<file path="src/rtl/ro_deframer.sv">
// ro_deframer: receive-side slot decoder for the gray-scheduled readout bus.
// A local binary counter mirrors the core-side gray schedule. The number of
// trailing ones in the counter names the channel that owns the current cycle.
// Non-empty slots become timestamped records in a small FIFO drained by a
// valid/ready consumer.
//
// Handshake: rec_valid is high whenever the FIFO holds a record and rec_data
// shows the head record. The head is consumed on a rising edge where
// rec_valid and rec_ready are both 1. rec_data is held steady while
// rec_valid=1 and rec_ready=0. An empty FIFO ignores rec_ready.
module ro_deframer #(
  parameter int NCH      = 10,
  parameter int TS_W     = 8,
  parameter int DEPTH    = 8,
  parameter int EMIT_ALL = 0
) (
  input  logic                       clk_master,
  input  logic                       rst,
  input  logic                       sync,
  input  logic [1:0]                 read_in_I,
  input  logic [1:0]                 read_in_Q,
  output logic [TS_W+7:0]            rec_data,
  output logic                       rec_valid,
  input  logic                       rec_ready,
  output logic                       overflow,
  output logic [7:0]                 drop_cnt,
  output logic [$clog2(DEPTH):0]     fill
);

  localparam int AW = $clog2(DEPTH);
  localparam int RW = TS_W + 8;
  localparam logic [AW:0] L_FULL = DEPTH[AW:0];

  logic [NCH-1:0]  r_cnt;
  logic [TS_W-1:0] r_ts;
  logic [RW-1:0]   r_mem [DEPTH];
  logic [AW-1:0]   r_wr_ptr;
  logic [AW-1:0]   r_rd_ptr;
  logic [AW:0]     r_fill;
  logic            r_overflow;
  logic [7:0]      r_drop_cnt;

  logic [NCH-1:0]  w_cnt_eff;
  logic [3:0]      w_ch;
  logic            w_stop;
  logic            w_idle;
  logic            w_any;
  logic            w_push;
  logic            w_pop;
  logic            w_full;
  logic            w_wr;
  logic            w_drop;
  logic [RW-1:0]   w_rec;

  // A sync pulse makes the current cycle behave as slot cnt=0.
  assign w_cnt_eff = sync ? '0 : r_cnt;
  assign w_idle    = &w_cnt_eff;
  assign w_any     = |{read_in_I, read_in_Q};

  // Channel index is the count of trailing ones in the effective counter.
  always_comb begin
    w_ch   = 4'd0;
    w_stop = 1'b0;
    for (int i = 0; i < NCH; i++) begin
      if (!w_stop && w_cnt_eff[i]) begin
        w_ch = w_ch + 4'd1;
      end else begin
        w_stop = 1'b1;
      end
    end
  end

  assign w_rec  = {r_ts, w_ch, read_in_Q[1], read_in_Q[0], read_in_I[1], read_in_I[0]};
  assign w_push = !w_idle && ((EMIT_ALL != 0) || w_any);
  assign w_full = (r_fill == L_FULL);
  assign w_pop  = (r_fill != '0) && rec_ready;
  // A full FIFO still accepts a push when the head leaves in the same cycle.
  assign w_wr   = w_push && (!w_full || w_pop);
  assign w_drop = w_push && w_full && !w_pop;

  // Slot counter and frame timestamp; ts advances only on a natural wrap.
  always_ff @(posedge clk_master) begin
    if (rst) begin
      r_cnt <= '0;
      r_ts  <= '0;
    end else begin
      r_cnt <= w_cnt_eff + NCH'(1);
      if (!sync && (&r_cnt)) begin
        r_ts <= r_ts + TS_W'(1);
      end
    end
  end

  // Record storage; contents are only observable through valid pointers.
  always_ff @(posedge clk_master) begin
    if (w_wr) begin
      r_mem[r_wr_ptr] <= w_rec;
    end
  end

  // FIFO pointers and occupancy.
  always_ff @(posedge clk_master) begin
    if (rst) begin
      r_wr_ptr <= '0;
      r_rd_ptr <= '0;
      r_fill   <= '0;
    end else begin
      if (w_wr) begin
        r_wr_ptr <= r_wr_ptr + AW'(1);
      end
      if (w_pop) begin
        r_rd_ptr <= r_rd_ptr + AW'(1);
      end
      case ({w_wr, w_pop})
        2'b10:   r_fill <= r_fill + (AW+1)'(1);
        2'b01:   r_fill <= r_fill - (AW+1)'(1);
        default: r_fill <= r_fill;
      endcase
    end
  end

  // Sticky overflow flag and saturating drop counter.
  always_ff @(posedge clk_master) begin
    if (rst) begin
      r_overflow <= 1'b0;
      r_drop_cnt <= 8'd0;
    end else if (w_drop) begin
      r_overflow <= 1'b1;
      if (r_drop_cnt != 8'hFF) begin
        r_drop_cnt <= r_drop_cnt + 8'd1;
      end
    end
  end

  assign rec_valid = (r_fill != '0);
  assign rec_data  = rec_valid ? r_mem[r_rd_ptr] : '0;
  assign overflow  = r_overflow;
  assign drop_cnt  = r_drop_cnt;
  assign fill      = r_fill;

endmodule

</file>
<file path="config.mk">
export PLATFORM = sky130hd
export DESIGN_NAME = ro_deframer
export DESIGN_NICKNAME = d
export VERILOG_FILES = /design/src/rtl/ro_deframer.sv
export SDC_FILE = /design/constraint.sdc
export NUM_CORES = 1
export LEC_CHECK = 0
export CAP_MARGIN = 20
export CORE_MARGIN = 2
export CORE_UTILIZATION = 64
export DETAILED_ROUTE_END_ITERATION = 10
export PLACE_DENSITY = 0.84
export SYNTH_ARGS = -nofsm -noshare
export SYNTH_HDL_FRONTEND = slang
export SYNTH_SLANG_ARGS = --single-unit
</file>
<file path="constraint.sdc">
create_clock -name clk_master -period 13.8 [get_ports clk_master]
set_clock_uncertainty 0.15 [all_clocks]
set_input_delay 1.38 -clock clk_master [delete_from_list [all_inputs] [get_ports clk_master]]
set_output_delay 1.38 -clock clk_master [all_outputs]
set_load 0.01 [all_outputs]
</file>
==> Yosys cells after proc, flatten, opt, wreduce, memory -nomap -nowiden <==
Memory sizes are Yosys's and may differ from the RTL's. A register that Yosys moved wholly into a read port is not among the register bits.
Index checks and enable logic that the tools add are counted.
{ "totals": {"regBits": 37, "latch_bits": 0, "ram_bits": 128, "mem_bits_ro": 0, "elab_cells": 88, "n_memories": 1} }
{ "memory_table": {"columns": ["name", "words", "width", "rd", "rd_clocked_by_memory_dff", "write_ports", "line_no", "text"], "rows": [
  ["r_mem", 8, 16, 1, 1, 1, "36", "logic [RW-1:0] r_mem [DEPTH];"]
]} }
{ "classes": {"addsub": 16, "n_mul": 0, "n_div": 0, "magnitude_cmp": 0, "n_eq_ne": 4, "shifts": 0, "muxes": 26, "bitwise": 0, "reduce_logical": 34} }
{ "op_table": {"columns": ["op", "n"], "rows": [
  ["adder 4 x 1 -> 4 bit (second input constant)", 9],
  ["two-way mux 4 bit", 8],
  ["AND reduction 10 bit", 2],
  ["adder 8 x 1 -> 8 bit (second input constant)", 2],
  ["two-way mux 16 bit", 1],
  ["logical AND 1 bit", 15],
  ["zero test 1 bit", 12],
  ["two-way mux 1 bit", 12],
  ["adder 10 x 1 -> 10 bit (second input constant)", 1],
  ["two-way mux 10 bit", 1],
  ["!= test 8 bit (second input constant)", 1],
  ["one-hot mux 4 bit (2 select lines)", 1],
  ["adder 3 x 1 -> 3 bit (second input constant)", 2],
  ["two-way mux 3 bit", 2],
  ["== test 4 bit (second input constant)", 1],
  ["nonzero test 4 bit", 1],
  ["OR reduction 4 bit", 1],
  ["subtractor 4 x 1 -> 4 bit (second input constant)", 1],
  ["adder 1 x 1 -> 2 bit (second input constant)", 1],
  ["== test 2 x 1 -> 1 bit (second input constant)", 1],
  ["== test 2 bit (second input constant)", 1],
  ["two-way mux 2 bit", 1],
  ["AND reduction 2 bit", 1],
  ["nonzero test 2 bit", 1],
  ["logical OR 1 bit", 1]
]} }

==> Longest topological paths before layout <==
Gate-level depths: netlist (run 1).
{ "depth": {"depth_word": 27, "ltp_mapped": 28} }

==> Least setup slack after synthesis (run 1) <==
No wires, ideal clock.
{ "synth_path": {"path_type": "input-to-reg", "start": "in sync", "end": "mem r_mem[0][7] in the netlist's numbering (data pin)", "setup_time_ns": 0.231, "t_arrival_ns": 5.910, "path_slack_ns": 7.509, "cell_stages": 26, "n_path_buf": 2, "path_cell_list": "buf_2 > nor2b_1 > ha_1 > buf_4 > inv_1 > nor2_1 > nand2_1 > nand2_1 > ha_1 > and2_1 > o31ai_1 > xor2_1 > o21ai_0 > ha_1 > mux2i_1 > and3_1 > a211oi_4 > o31ai_1 > o21bai_1 > ha_1 > a21oi_1 > mux2i_1 > a21o_1 > a2111o_1 > xor2_1 > xnor2_1"} }
{ "synth_between": {"elab_chain_cells": 27, "word_cells_on_any_way": 46, "cone_classes": "add/sub: 9; mux: 20; reduce/logical: 17"} }
{ "synth_lines": {"columns": ["element", "line_no", "text"], "rows": [
  ["from (decl)", "19", "input logic sync,"],
  ["two-way mux 10 bit *", "56", "assign w_cnt_eff = sync ? '0 : r_cnt;"],
  ["branches (longest 25 deep; another with adder 4 x 1 -> 4 bit)", null, null],
  ["two-way mux 4 bit *", "65", "if (!w_stop && w_cnt_eff[i]) begin"],
  ["via w_ch[3]", "44", "logic [3:0] w_ch;"],
  ["to (decl)", "36", null]
]} }
Mark *: on every way through the listed nets, which the timed path passes.

==> Worst setup path after layout (run 1) <==
{ "layout_path": {"start": "in sync", "end": "mem r_mem[5][7] in the netlist's numbering (data pin)"} }
Same word-level chain as after synthesis.

==> results.json, run 1 <==
{
  "cp.required_ps": 13800,
  "synth_top_area_cell": "edfxtp_1",
  "ctsRootBufferMaster": "clkbuf_16",
  "io_pins": 38,
  "syn_to_final_growth_pct": 15.5,
  "synth_top_area_share_pct": 51.4,
  "ant_nets": 0,
  "worstPathMaxFanout": 16,
  "grt_pass1_vias": 4596,
  "arrival_ps": 7380,
  "avgSynthCellArea_um2": 14.1,
  "max_cap_violations": 0,
  "max_freq_ghz": 0.135,
  "ys_warn_count": 0,
  "synth_area_um2": 7470,
  "num-fill-cells": 648,
  "pwr-share-comb_pct": 20.8,
  "outcome": "finished, final reports clean",
  "cts-resized-gates": 0,
  "grtUsageTotal_pct": 25.3,
  "clock_path_buffers": 2,
  "worst_pin_slew_ps": 1080,
  "io_buffers": 37,
  "yosysMostFrequentCell": "edfxtp_1",
  "p_sw_share_pct": 25.9,
  "via_per_inst": 6.23,
  "gp_congestion": 0.918,
  "p_leak_uw": 0.00290,
  "ys_types": 54,
  "rsz0062_at_grt": "false",
  "setup_viol": 0,
  "die_w_um": 112,
  "dieHeight_um": 112,
  "critPathKind": "primary input to flop",
  "seq_power_share_pct": 45.9,
  "cp-end-kind": "flop",
  "synth_area_leaders": "edfxtp_1 (51%), dfxtp_1 (11%), mux4_2 (9.6%)",
  "slew_headroom_pct": 28.0,
  "syn_inst": 532,
  "vias": 4531,
  "p_clk_share_pct": 33.2,
  "clkTransAtPathRegs_ps": 60,
  "synth_common_cells": "edfxtp_1 (128), nor2_1 (64), dfxtp_1 (40), mux4_2 (32), nand2_1 (32)",
  "hold_viol_final": 0,
  "wl_per_cell_um": 20.9,
  "power.density_nw_per_um2": 151,
  "cts_tree": "yes",
  "cts_made_buffers": 17,
  "fin_nets": 595,
  "synth_flop_cell": "edfxtp_1",
  "synth_edf_count": 128,
  "synthesis.nets": 556,
  "start_util_pct": 65.5,
  "cts_max_level": 4,
  "core_um2": 11400,
  "vdd_drop_max_v": 0.000114,
  "drc_errors": 0,
  "drt-initial-drc-count": 379,
  "layout-drive-gt1-share_pct": 14.0,
  "grt-ovfl-total": 0,
  "p_int_uw": 965,
  "fin_crit_sh_pct": 53.5,
  "die_area_um2": 12600,
  "rows": 39,
  "dp_hpwl_um": 9120,
  "finalSetupTns_ps": 0,
  "crit_path_start_kind": "primary input",
  "hold_class": "flop to flop",
  "synth-async-reset-ratio_pct": 0,
  "clk_latency_ps": 420,
  "antenna_cells": 0,
  "cts_num_sinks": 168,
  "hold_buffers": 0,
  "p_sw_uw": 337,
  "fin_crit_ps": 7380,
  "grt_max_degree": 39,
  "drt_first_pass_iters": 4,
  "antenna_found_initial": 0,
  "ys_seq_elements": 168,
  "wl_um": 15200,
  "post_cts_buffers": 0,
  "grt_pass1_wl_um": 23800,
  "seq_area_frac_synth_pct": 62.1,
  "total_power_uw": 1300,
  "drv_slew": 0
}
[power by group through the flow]
stage | Combinational (µW) | Clock, µW | Sequential [µW]
after floorplan | 170 | 0 | 596
after global placement | 260 | 0 | 606
after detailed placement | 271 | 0 | 609
after CTS | 274 | 437 | 599
after global routing | 294 | 457 | 602
final | 271 | 433 | 598
[layer usage]
metal | routed length (µm) | vias to the layer above | share of wire, % | global-route usage [%]
li1 | - | 2068 | - | -
met1 | 6090 | 2279 | 40 | 32.8
met2 | 7950 | 158 | 52 | 41.5
met3 | 844 | 26 | 5.6 | 5.29
met4 | 286 | 0 | 1.9 | 11.9
met5 | 0 | - | 0 | 0
[flip-flops by register name, summed over array words and instances (netlist names), named ones only]
name and cells:
drop_cnt 8, fill 4, overflow 1, r_cnt 10, r_mem 128, r_rd_ptr 3
r_ts 8, r_wr_ptr 3
[per-stage QoR]
step / cell area [µm²] / setup WS, ps / hold WS [ps] / utilization (%) / instances
floorplan: 7470 / 7510 / 304 / - / 532
global placement: 8030 / 6500 / 310 / 70.3 / 692
detailed placement: 8040 / 6040 / 321 / 70.4 / 693
CTS: 8580 / 6470 / 341 / 75.1 / 725
global route: 8640 / 5950 / 361 / 75.6 / 727
finish: 8640 / 6420 / 333 / 75.6 / 727
[worst max-delay path, stage by stage]
cell	delay [ps]
clkdlybuf4s50_1	660
nor2b_1	380
ha_1	450
inv_1	100
nor2_1	240
nand2_1	80
nand2_1	70
ha_1	240
and2_1	170
o31ai_1	360
xor2_1	230
o21ai_0	110
ha_1	300
mux2i_1	130
and3_1	240
a211oi_4	70
o31ai_1	340
o21bai_1	110
ha_1	220
a21oi_1	160
mux2i_1	130
a21o_1	180
a2111o_1	410
xor2_1	160
xnor2_1	450
[layout make-up]
class | count | area [µm²] | share of cell area [%]
Clock buffer | 25 | 465 | 5.39
Sequential cell | 168 | 4650 | 53.8
Inverter | 12 | 45.0 | 0.522
Clock inverter | 7 | 71.3 | 0.826
Multi-Input combinational cell | 327 | 2750 | 31.9
Tap cell | 143 | 179 | 2.07
Timing Repair Buffer | 45 | 474 | 5.49
[path summary, 6_finish.rpt]
| kind | start | endpoint | slack (ps) | cells past startpoint |
|---|---|---|---|---|
| worst max-delay path | sync | r_mem[5][7] | 6420 | 25 |
| worst min-delay path | overflow | overflow | 330 | 2 |
| worst max register to register | r_cnt[0] | r_mem[5][7] | 7590 | 24 |
| worst min register to register | overflow | overflow | 330 | 2 |
[cells in the final DEF (no fill, tap or decap), types with 6 or more instances in the layout]
cell             Yosys  routed
dfxtp_1             40      38
edfxtp_1           128     128
xnor2_1             15      15
nor3_1               8       6
nand4_1              7       7
clkbuf_1            13       7
clkbuf_16            0      17
ha_1                15      15
and2_1               7       7
mux4_2              32      32
nor2_1              64      64
mux2i_1             23      23
nand3_1             14      14
inv_1               11      11
nor2b_1              8       8
nand2_1             32      32
clkdlybuf4s50_1      0      37
xor2_1              22      22
a21oi_1             11      11
o21ai_0             12      12
[cells by family (layout without fill, tap and decap cells)]
family	count (synthesis)	after routing	share of synthesized area [%]
xor gates and xnor gates	37	37	4.34
adders and majority gates	16	16	2.78
and+or+nand+nor	172	172	11.6
AOI/OAI and AO/OA	45	45	4.05
DFF	168	168	62.1
muxes	57	57	13.0
buffers and inverters	37	89	2.04
Power figures use the tool's default switching activity.
==> run 2, diff against run 1 <==
CORE_UTILIZATION = 54   (was 64)
PLACE_DENSITY = 0.76   (was 0.84)
clock period = 6.2 ns   (was 13.8 ns; I/O delays follow)
==> results.json, run 2 (synthesized netlist as in run 1, its figures left out) <==
{
  "clock_path_buffers": 2,
  "cp.required_ps": 6260,
  "hold_buffers": 0,
  "power.density_nw_per_um2": 334,
  "wl_per_cell_um": 19.0,
  "worst_pin_slew_ps": 1040,
  "fin_crit_ps": 5600,
  "grtUsageTotal_pct": 21.5,
  "fin_crit_sh_pct": 90.3,
  "cts_num_sinks": 168,
  "vias": 4339,
  "outcome": "finished, final reports clean",
  "max_freq_ghz": 0.179,
  "ant_nets": 0,
  "cts-resized-gates": 0,
  "syn_to_final_growth_pct": 16.9,
  "antenna_cells": 0,
  "rows": 42,
  "fin_nets": 601,
  "antenna_found_initial": 0,
  "setup_viol": 0,
  "drc_errors": 0,
  "largest_reg_flops": 128,
  "cts_made_buffers": 17,
  "p_clk_share_pct": 34.2,
  "p_sw_share_pct": 25.6,
  "finalSetupTns_ps": 0,
  "setup_slack_ps": 601,
  "pwr-share-comb_pct": 20.2,
  "hold_class": "flop to flop",
  "rsz0062_at_grt": "false",
  "p_leak_uw": 0.00296,
  "layout-drive-gt1-share_pct": 15.6,
  "place_ws_ps": 7.80,
  "post_dp_cell_area_um2": 8130,
  "gp_congestion": 0.888,
  "clk_latency_ps": 420,
  "hold_viol_final": 0,
  "final_common_cell": "edfxtp_1",
  "grt_pass1_wl_um": 23700,
  "dp_hpwl_um": 8930,
  "cp-end-kind": "flop",
  "die_w_um": 122,
  "clkTransAtPathRegs_ps": 60,
  "start_util_pct": 55.8,
  "p_int_uw": 2170,
  "io_buffers": 37,
  "core_um2": 13400,
  "most-common-layout-cells": "edfxtp_1 (128), nor2_1 (64), dfxtp_1 (38)",
  "cts_max_level": 4,
  "worstPathMaxFanout": 8,
  "grt-ovfl-total": 0,
  "critPathKind": "primary input to flop",
  "ctsRootBufferMaster": "clkbuf_16",
  "grt_max_degree": 33,
  "die_area_um2": 14800,
  "regMostFlops": "r_mem",
  "dieHeight_um": 122,
  "via_per_inst": 5.66,
  "cts_tree": "yes",
  "crit_path_start_kind": "primary input",
  "drv_slew": 0,
  "drt_first_pass_iters": 5,
  "arrival_ps": 5660,
  "design_area_um2": 8740,
  "grt_pass1_vias": 4503,
  "io_pins": 38,
  "p_sw_uw": 748,
  "post_cts_buffers": 0,
  "slew_headroom_pct": 30.7,
  "reg.largest.list": "r_mem x128, r_cnt x10",
  "max_cap_violations": 0,
  "wl_um": 14500,
  "num-fill-cells": 974,
  "drt-initial-drc-count": 413,
  "seq_power_share_pct": 45.6,
  "vdd_drop_max_v": 0.000238
}
==> run 2: layout make-up <==
class / instances / area [µm²] / area share [%]
sequential: 168 / 4650 / 53.2
tap: 176 / 220 / 2.52
clock buffer: 20 / 437 / 5.00
multi-input combinational: 327 / 2760 / 31.6
inverter: 12 / 45.0 / 0.515
clock inverter: 12 / 125 / 1.43
timing repair buffer: 51 / 503 / 5.76
==> run 2: worst max-delay path, stage by stage <==
cell and delay (ps):
clkdlybuf4s50_1 440, nand2b_1 170, inv_1 80, ha_1 240, nand3b_4 140, nand2_1 110
nand2_1 70, ha_1 300, and2_1 160, o31ai_1 340, xor2_1 210, o21ai_0 100
ha_1 300, mux2i_1 120, and3_1 240, a211oi_4 60, o31ai_1 340, o21bai_1 110
ha_1 220, a21oi_1 120, mux2i_1 110, a21o_1 170, a2111o_1 410, xor2_1 170
xnor2_2 290
==> run 2: metrics by stage <==
step,hold slack (ps),cells,power [µW],utilization [%]
5_1_grt,370,766,3050,65.2
3_5_place_dp,330,732,1950,60.6
6_report,344,766,2920,65.2
2_1_floorplan,304,532,1710,-
3_3_place_gp,316,732,1940,60.6
4_1_cts,345,764,2950,64.8
==> run 2: routing by layer <==
layer | wire [µm] | up-vias | track usage (%)
met4 | 93 | 0 | 7.83
met2 | 7620 | 115 | 36.8
met1 | 6090 | 2142 | 27.2
li1 | - | 2074 | -
met3 | 710 | 8 | 4.63
met5 | 0 | - | 0
==> run 2: worst paths after layout <==
path | startpoint | to | slack [ps] | depth (start not counted)
setup / recovery | sync | r_mem[5][7] | 600 | 25
hold / removal | r_rd_ptr[1] | flop | 340 | 2
setup reg to reg | r_cnt[0] | r_mem[5][7] | 750 | 23
hold reg to reg | r_rd_ptr[1] | flop | 340 | 2
==> run 2: power by group through the flow <==
stage / Combinational [µW] / Sequential, µW / Clock (µW)
final: 591 / 1330 / 1000
after global routing: 648 / 1340 / 1060
after floorplan: 379 / 1330 / 0
after CTS: 603 / 1330 / 1010
after global placement: 589 / 1350 / 0
after detailed placement: 597 / 1350 / 0
==> run 3, diff against run 2 <==
--- a/config.mk
+++ b/config.mk
@@ -6,5 +6,4 @@
 export NUM_CORES = 1
 export LEC_CHECK = 0
-export CAP_MARGIN = 20
 export CORE_MARGIN = 2
 export CORE_UTILIZATION = 54
==> constraint.sdc (replaced) <==
create_clock -name clk_master -period 6.2 [get_ports clk_master]
set_clock_uncertainty 0.15 [all_clocks]
set_input_delay 1.24 -clock clk_master [delete_from_list [all_inputs] [get_ports clk_master]]
set_output_delay 1.24 -clock clk_master [all_outputs]
set_load 0.01 [all_outputs]
==> results.json, run 3 (synthesized netlist as in run 1, its figures left out) <==
{
  "cts_tree": "yes",
  "cts_max_level": 4,
  "power.density_nw_per_um2": 333,
  "vias": 4511,
  "cts_num_sinks": 168,
  "rsz0062_at_grt": "false",
  "fin_crit_sh_pct": 92.2,
  "final_cell_count_no_fill": 779,
  "most-common-layout-cells": "edfxtp_1 (128), nor2_1 (64), dfxtp_1 (38)",
  "critPathKind": "primary input to flop",
  "rows": 42,
  "max_freq_ghz": 0.175,
  "place_ws_ps": -621,
  "clkTransAtPathRegs_ps": 60,
  "syn_to_final_growth_pct": 18.0,
  "clk_latency_ps": 420,
  "ctsRootBufferMaster": "clkbuf_16",
  "hold_buffers": 0,
  "io_pins": 38,
  "cp-end-kind": "flop",
  "antenna_found_initial": 0,
  "dp_hpwl_um": 9370,
  "via_per_inst": 5.79,
  "vdd_drop_max_v": 0.000246,
  "dieHeight_um": 122,
  "crit_path_start_kind": "primary input",
  "fin_crit_ps": 5710,
  "core_um2": 13400,
  "die_area_um2": 14800,
  "io_buffers": 37,
  "p_leak_uw": 0.00303,
  "grtUsageTotal_pct": 22.0,
  "layout-drive-gt1-share_pct": 18.9,
  "max_cap_violations": 0,
  "reg.largest.list": "r_mem x128, r_cnt x10",
  "ant_nets": 0,
  "cp.required_ps": 6260,
  "worstPathMaxFanout": 8,
  "wl_um": 15200,
  "num-fill-cells": 935,
  "hold_ws_ps": 347,
  "slew_headroom_pct": 40.0,
  "post-route-util_pct": 65.8,
  "r2r_start": "r_cnt[0]",
  "clock_path_buffers": 2,
  "start_util_pct": 55.8,
  "arrival_ps": 5770,
  "grt_max_degree": 33,
  "grt_pass1_vias": 4666,
  "antenna_cells": 0,
  "grt_pass1_wl_um": 24000,
  "placedCellCount": 747,
  "rrSetupSlack_ps": 930,
  "worst_pin_slew_ps": 901,
  "min_to": "overflow",
  "grt-ovfl-total": 0,
  "regMostFlops": "r_mem",
  "hold_depth": 2,
  "setup_slack_ps": 486,
  "drc_errors": 0,
  "largest_reg_flops": 128,
  "drt_first_pass_iters": 7,
  "final_common_cell": "edfxtp_1",
  "cts_made_buffers": 17,
  "hp-start": "overflow",
  "hold_class": "flop to flop",
  "rr_worst_depth": 22,
  "die_w_um": 122,
  "gp_congestion": 0.852,
  "drt-initial-drc-count": 429,
  "drv_slew": 0,
  "wl_per_cell_um": 19.5,
  "r2r-end": "r_mem[0][7]",
  "fin_nets": 614,
  "hold_viol_final": 0,
  "setup_viol": 0,
  "outcome": "finished, final reports clean"
}
## run 3: cell count changes in the layout (fill, tap and decap cells not counted), moves of 2 or more
| cell | previous run | this run |
|---|---|---|
| nor3b_4 | 4 | 0 |
| nor3b_2 | 0 | 4 |
| o31ai_2 | 0 | 2 |
| clkbuf_8 | 0 | 2 |
| nor3_2 | 1 | 3 |
| buf_4 | 12 | 27 |
| nor3_4 | 2 | 0 |
| clkinv_1 | 2 | 0 |
| o31ai_1 | 2 | 0 |
| clkbuf_1 | 3 | 1 |
## run 3: power by group
part | total (µW) | internal [µW] | switching [µW]
Combinational | 583 | 309 | 274
Clock | 1010 | 580 | 426
Sequential | 1350 | 1280 | 73.7
## run 3: worst max-delay path by stage
stage               startpoint          end  slack (ps)
floorplan                 sync  r_mem[0][7]          50
global placement          sync  r_mem[2][7]        -330
detailed placement        sync  r_mem[3][7]        -620
CTS                       sync  r_mem[0][7]          20
global route              sync  r_mem[0][7]         100
finish                    sync  r_mem[0][7]         490
## run 3: what timing repair did
| action | in CTS | in global routing |
|---|---|---|
| pin swaps | 1 | 3 |
| resized for setup | 2 | 7 |
| buffers inserted | 0 | 0 |
| endpoints found under the setup margin | 8 | 24 |
## run 3: worst max-delay path, cell delays in order
cell	delay (ps)
dlymetal6s2s_1	160
nand2b_4	150
inv_1	100
ha_4	160
inv_1	50
nor2_1	140
nand2_1	70
nand2_1	80
ha_1	250
and2_1	170
o31ai_2	290
xor2_1	220
o21ai_1	100
ha_1	290
mux2i_1	60
and3_1	230
o21a_1	190
o31ai_2	210
o21bai_1	100
ha_1	210
a21oi_1	120
mux2i_1	110
a21o_1	170
a2111o_1	420
xor2_1	170
xnor2_2	290
## run 3: through the flow
stage	TNS, ps	power, µW	instance area, µm²
2_1_floorplan	0	1710	7470
6_report	0	2940	8820
5_1_grt	0	3060	8820
3_5_place_dp	-8570	1960	8200
4_1_cts	0	2960	8790
3_3_place_gp	-2670	1940	8200
## run 3: layout make-up
cell class / count / area [µm²] / area share [%]
clock buffers: 20 / 457 / 5.18
clock inverters: 12 / 116 / 1.32
inverters: 12 / 45.0 / 0.511
multi-input cells: 327 / 2760 / 31.3
flip-flops and latches: 168 / 4650 / 52.7
well taps: 176 / 220 / 2.50
repair buffers: 64 / 576 / 6.53
## run 3: layer usage
| metal | track usage [%] | share of wire (%) | vias up | routed length (µm) |
|---|---|---|---|---|
| li1 | - | - | 2102 | - |
| met4 | 8.91 | 1.8 | 0 | 279 |
| met3 | 3.60 | 4.0 | 26 | 605 |
| met2 | 38.0 | 53 | 134 | 8070 |
| met1 | 27.8 | 41 | 2249 | 6200 |
| met5 | 0 | 0 | - | 0 |
